--- config.mk ---
export PLATFORM = sky130hd
export DESIGN_NAME = combo_tracker
export DESIGN_NICKNAME = d
export VERILOG_FILES = /design/src/rtl/combo_pkg.sv /design/src/rtl/combo_timeout_timer.sv /design/src/rtl/combo_tracker.sv
export SDC_FILE = /design/constraint.sdc
export NUM_CORES = 1
export LEC_CHECK = 0
export CAP_MARGIN = 20
export CORE_ASPECT_RATIO = 0.5
export CORE_MARGIN = 2
export CORE_UTILIZATION = 55
export DETAILED_ROUTE_END_ITERATION = 16
export MAX_ROUTING_LAYER = met4
export PLACE_DENSITY = 0.77
export SYNTH_ARGS = -nofsm -noshare
export SYNTH_HDL_FRONTEND = slang
export SYNTH_HIERARCHICAL = 1
export SYNTH_SLANG_ARGS = --single-unit
export TNS_END_PERCENT = 100
--- constraint.sdc ---
create_clock -name clk -period 6.4 [get_ports clk]
set_clock_uncertainty 0.2 [all_clocks]
set_input_delay 0.96 -clock clk [delete_from_list [all_inputs] [get_ports clk]]
set_output_delay 0.96 -clock clk [all_outputs]
set_load 0.05 [all_outputs]
--- src/rtl/combo_pkg.sv ---
// Shared defaults and types for the combo tracker and its timeout timer.
// Default timing is derived from the 50 MHz DE2-115 system clock.
package combo_pkg;

    localparam int unsigned CLK_HZ        = 50000000;
    localparam int unsigned TIMEOUT_SEC   = 3;

    localparam int          DEF_WIDTH          = 7;
    localparam int unsigned DEF_MAX_COMBO      = 99;
    localparam int unsigned DEF_HIT_INC        = 1;
    localparam int unsigned DEF_CLEAR_INC      = 2;
    localparam int unsigned DEF_TIMEOUT_CYCLES = CLK_HZ * TIMEOUT_SEC;
    localparam int          DEF_TIMER_W        = 28;
    localparam int unsigned DEF_TIER_STEP      = 10;
    localparam int unsigned DEF_TIER_MAX       = 4;

    localparam int MULT_W = 3;

    // Winning event of a cycle after priority resolution.
    typedef enum logic [2:0] {
        EV_NONE,
        EV_NEW_GAME,
        EV_MISS,
        EV_CLEAR,
        EV_HIT,
        EV_TIMEOUT
    } combo_ev_e;

endpackage

--- src/rtl/combo_timeout_timer.sv ---
// Idle timer for an active combo: counts enabled cycles and flags the cycle
// in which the count would wrap past TIMEOUT_CYCLES-1.
module combo_timeout_timer
    import combo_pkg::*;
#(
    parameter int unsigned TIMEOUT_CYCLES = DEF_TIMEOUT_CYCLES,
    parameter int          TIMER_W        = DEF_TIMER_W
) (
    input  logic clk,
    input  logic reset,
    input  logic clear,
    input  logic enable,
    output logic expired
);

    localparam logic [TIMER_W-1:0] LAST = TIMER_W'(TIMEOUT_CYCLES - 1);

    logic [TIMER_W-1:0] timer_q, timer_d;
    logic               at_last;

    always_comb begin
        at_last = (timer_q == LAST);
        // A clear in the same cycle (any hit/miss/new game) suppresses expiry.
        expired = enable && !clear && at_last;
        timer_d = timer_q;
        if (clear) begin
            timer_d = '0;
        end else if (enable) begin
            timer_d = at_last ? '0 : timer_q + TIMER_W'(1);
        end
    end

    always_ff @(posedge clk) begin
        if (reset) begin
            timer_q <= '0;
        end else begin
            timer_q <= timer_d;
        end
    end

endmodule

--- src/rtl/combo_tracker.sv ---
// Saturating combo counter with idle timeout, best-combo tracking, score
// multiplier tiers and a one-cycle combo-break pulse. All outputs registered.
module combo_tracker
    import combo_pkg::*;
#(
    parameter int          WIDTH          = DEF_WIDTH,
    parameter int unsigned MAX_COMBO      = DEF_MAX_COMBO,
    parameter int unsigned HIT_INC        = DEF_HIT_INC,
    parameter int unsigned CLEAR_INC      = DEF_CLEAR_INC,
    parameter int unsigned TIMEOUT_CYCLES = DEF_TIMEOUT_CYCLES,
    parameter int          TIMER_W        = DEF_TIMER_W,
    parameter int unsigned TIER_STEP      = DEF_TIER_STEP,
    parameter int unsigned TIER_MAX       = DEF_TIER_MAX
) (
    input  logic              clk,
    input  logic              reset,
    input  logic              new_game,
    input  logic              miss,
    input  logic              non_full_clear_hit,
    input  logic              full_clear_hit,
    input  logic              pause,
    output logic [WIDTH-1:0]  combo_val,
    output logic [WIDTH-1:0]  best_combo,
    output logic [MULT_W-1:0] multiplier,
    output logic              combo_break,
    output logic [WIDTH-1:0]  broken_val
);

    // Sum is formed one bit wider than the combo so it cannot wrap before clamping.
    function automatic logic [WIDTH-1:0] sat_add(input logic [WIDTH-1:0] a,
                                                 input int unsigned      inc);
        logic [WIDTH:0] s;
        s = {1'b0, a} + (WIDTH+1)'(inc);
        if (s > (WIDTH+1)'(MAX_COMBO)) begin
            return WIDTH'(MAX_COMBO);
        end
        return s[WIDTH-1:0];
    endfunction

    // Threshold compare chain in place of a divide by TIER_STEP.
    function automatic logic [MULT_W-1:0] tier_of(input logic [WIDTH-1:0] c);
        logic [MULT_W-1:0] m;
        m = MULT_W'(1);
        for (int unsigned k = 1; k < TIER_MAX; k++) begin
            if (32'(c) >= k * TIER_STEP) begin
                m = MULT_W'(k + 1);
            end
        end
        return m;
    endfunction

    logic [WIDTH-1:0]  combo_q, combo_d;
    logic [WIDTH-1:0]  best_q, best_d;
    logic [WIDTH-1:0]  broken_q, broken_d;
    logic [MULT_W-1:0] mult_q, mult_d;
    logic              brk_q, brk_d;

    logic      tmr_clear, tmr_enable, tmr_expired;
    combo_ev_e ev;

    assign tmr_clear  = new_game | miss | full_clear_hit | non_full_clear_hit;
    assign tmr_enable = (combo_q != '0) && !pause;

    combo_timeout_timer #(
        .TIMEOUT_CYCLES (TIMEOUT_CYCLES),
        .TIMER_W        (TIMER_W)
    ) u_timer (
        .clk     (clk),
        .reset   (reset),
        .clear   (tmr_clear),
        .enable  (tmr_enable),
        .expired (tmr_expired)
    );

    always_comb begin
        ev = EV_NONE;
        if (new_game) begin
            ev = EV_NEW_GAME;
        end else if (miss) begin
            ev = EV_MISS;
        end else if (full_clear_hit) begin
            ev = EV_CLEAR;
        end else if (non_full_clear_hit) begin
            ev = EV_HIT;
        end else if (tmr_expired) begin
            ev = EV_TIMEOUT;
        end
    end

    always_comb begin
        combo_d  = combo_q;
        broken_d = broken_q;
        brk_d    = 1'b0;
        case (ev)
            EV_NEW_GAME: combo_d = '0;
            EV_MISS, EV_TIMEOUT: begin
                // Timer only runs on a nonzero combo, so timeout always breaks.
                if (combo_q != '0) begin
                    combo_d  = '0;
                    broken_d = combo_q;
                    brk_d    = 1'b1;
                end
            end
            EV_CLEAR: combo_d = sat_add(combo_q, CLEAR_INC);
            EV_HIT:   combo_d = sat_add(combo_q, HIT_INC);
            default:  combo_d = combo_q;
        endcase
        best_d = (combo_d > best_q) ? combo_d : best_q;
        mult_d = tier_of(combo_d);
    end

    always_ff @(posedge clk) begin
        if (reset) begin
            combo_q  <= '0;
            best_q   <= '0;
            broken_q <= '0;
            mult_q   <= MULT_W'(1);
            brk_q    <= 1'b0;
        end else begin
            combo_q  <= combo_d;
            best_q   <= best_d;
            broken_q <= broken_d;
            mult_q   <= mult_d;
            brk_q    <= brk_d;
        end
    end

    assign combo_val   = combo_q;
    assign best_combo  = best_q;
    assign broken_val  = broken_q;
    assign multiplier  = mult_q;
    assign combo_break = brk_q;

endmodule

==> metrics <==
final worst setup slack=993 ps; #FFs+latches synth=53; Setup crit start kind=flop; Detailed Routing Iterations Pass 1=4; P_sw=between 150 and 200 uW; Cell Rows=19; mean area per synthesized cell=8.66 um^2; Final ANT Viol Nets=0; PD cells=178 mW/mm^2; status=finished clean; power share of the clock group=0.386; Hold Fails Final Rpt=0; RSZ-0062 raised after global routing=no; Port Buffers=31; PostCTS Resize Cnt=0; initial antenna violation count=0; setup TNS=0 ps; Critical Path RT=6360 ps; DP HPWL=between 5 and 6 mm; All-Layer GR Usage=0.254; Min-Delay Path Class=flop to flop; Antenna Cells=0; number of global-route vias before repair=2,909; Seq/Total Area, Yosys=0.320; die span in x=around 110 um; WL/cell=~16 um; worst-path maximum fanout=11; Post-synth top cells=53 x dfxtp_1, 35 x nand2_1, 30 x nor2_1; clk buf depth=2; chip height=58.9 um; share of cells above drive strength 1=0.0998; 1st-iter DRT viols=361; Max Fclk=185 MHz; area share of the largest cell type after synthesis=0.320; asr flop ratio synth=0; cell count after synthesis=between 300 and 400; critical path class=flop to flop; peak supply drop=~0.15 mV; max-cap viol count=0; Area Overhead vs Synth=12.3%; H-tree depth=2; TritonCTS buffer count=5; Main synth FF type=dfxtp_1; hold buffer count at CTS=0; post-synthesis instance area=0.00332 mm^2; post-synth cell types=80; Reg clk slew, reported paths=60 ps; Warnings, synthesis=6; Syn Nets=402; critical path arrival=5360 ps; Slew HR=0.418; vias=~3,000; CP endpoint kind=flop; actual slew at the worst max-slew pin=873 ps; core area=0.00566 mm^2; EDFF count, synth=0; Post-CTS Repair Setup Buffers=0; Yosys top cell by area=dfxtp_1; Max Slew Vio Count=0; drt total wl=slightly below 8 mm; most common cell in the netlist=dfxtp_1; part of the power in registers=0.508; die area=between 0.006 and 0.007 mm^2; top post-synthesis cells by area=dfxtp_1 32%, ha_1 4.5%, nand2_1 4.0%; Overflow after GRT=0; pre-CTS WS=approximately 820 ps; Finished Core Util=0.658; initial core utilization=0.586; Int Power=roughly 500 uW; Pleak=0.00118 uW; # IOs=32; clk root buf=clkbuf_16; clock latency on the worst-skew pair=290 ps; min Tclk post-route=5410 ps; part of the cycle the worst path needs=0.845; gp weighted congestion=0.966; # setup viols final=0; Final #Nets=between 400 and 500; DRC viols=0; global-route wire length before repair=13.3 mm; combinational power share=0.107; Via density=6.33; CTS tree=done; largest net degree at the start of global routing=29; Final Power=663 uW; CTS sink cnt=53; switch share=0.244
[power groups by stage]
stage | logic, uW | clock network (uW) | registers (uW)
after floorplan | 40.2 | 0 | 355
after global placement | 68.2 | 0 | 344
after detailed placement | 70.5 | 0 | 344
after CTS | 70.9 | 260 | 337
after global routing | 76.0 | 272 | 337
final | 70.6 | 256 | 337
[layer usage]
metal,vias to the layer above,track usage,wire (um)
li1,1473,-,-
met1,1418,0.318,3560
met2,94,0.416,3590
met3,16,0.0515,431
met4,0,0.0906,129
met5,-,-,0
[worst paths after layout]
check,start,to,slack (ps),cells after the start
worst max-delay path,combo_val[1]$_SDFF_PP0_,best_combo[3]$_SDFFE_PP0N_,990,20
worst min-delay path,broken_val[5]$_SDFFE_PP0P_,broken_val[5]$_SDFFE_PP0P_,260,2
worst max register to register,combo_val[1]$_SDFF_PP0_,best_combo[3]$_SDFFE_PP0N_,990,20
worst min register to register,broken_val[5]$_SDFFE_PP0P_,broken_val[5]$_SDFFE_PP0P_,260,2
[critical path, cell delays in order, from the launching register on]
cell and delay, ps:
dfxtp_1 560, inv_1 200, ha_1 220, nand3b_1 150
nor2b_1 350, and3_1 380, nand2_2 190, nor4_1 490
a21oi_1 150, o31ai_1 370, nor2_1 110, nor2_1 160
o21ai_0 120, ha_1 240, nor2b_1 110, o21a_1 120
o21a_1 110, o21bai_1 60, a21oi_1 680, mux2i_1 270
nor2_1 50
[logic make-up after synthesis]
group / after synthesis / share of synthesized area
AOI/OAI and AO/OA: 90 / 0.209
xor gates and xnor gates: 13 / 0.0343
adders and majority gates: 13 / 0.0487
buffers and inverters: 34 / 0.0596
DFF: 53 / 0.320
muxes: 6 / 0.0181
and+or+nand+nor: 174 / 0.310
[sequential cells by signal, summed over array words and instances, names as in the netlist]
register	cells
combo_break	1
multiplier	3
broken_val	7
u_timer/timer_q	28
combo_val	7
best_combo	7
[through the flow]
step           cell area [um^2]  cells  hold WS (ps)
3_5_place_dp               3590    468           251
6_report                   3720    474           258
5_1_grt                    3720    474           284
4_1_cts                    3720    474           260
2_1_floorplan              3320    383           255
3_3_place_gp               3590    468           249
[layout make-up]
type | instances | area [um^2]
Fill cell | 449 | 1930
Clock buffer | 5 | 125
Multi-Input combinational cell | 296 | 2060
Tap cell | 73 | 91.3
Inverter | 12 | 45.0
Sequential cell | 53 | 1060
Clock inverter | 1 | 5.00
Timing Repair Buffer | 34 | 333
[cell usage in the layout, fill, tap and decap left out, drive strengths merged, types with 2 or more instances in the layout]
cell type       n
a211oi         14
a21oi          17
a22oi           2
a31oi           6
and2            6
and3            4
and4            5
buf             3
clkbuf          5
clkdlybuf4s50  31
dfxtp          53
ha             12
inv            12
mux2i           6
nand2          36
nand2b          2
nand3          14
nand3b          2
nand4          18
nor2           30
nor2b           5
nor3           10
nor3b           4
nor4            5
nor4b           4
o2111ai         2
o211ai          7
o21a            4
o21ai           9
o311ai          2
o31ai          14
or2             2
or3             9
or4            11
xnor2           4
xor2            9
Power figures use the tool's default switching activity.
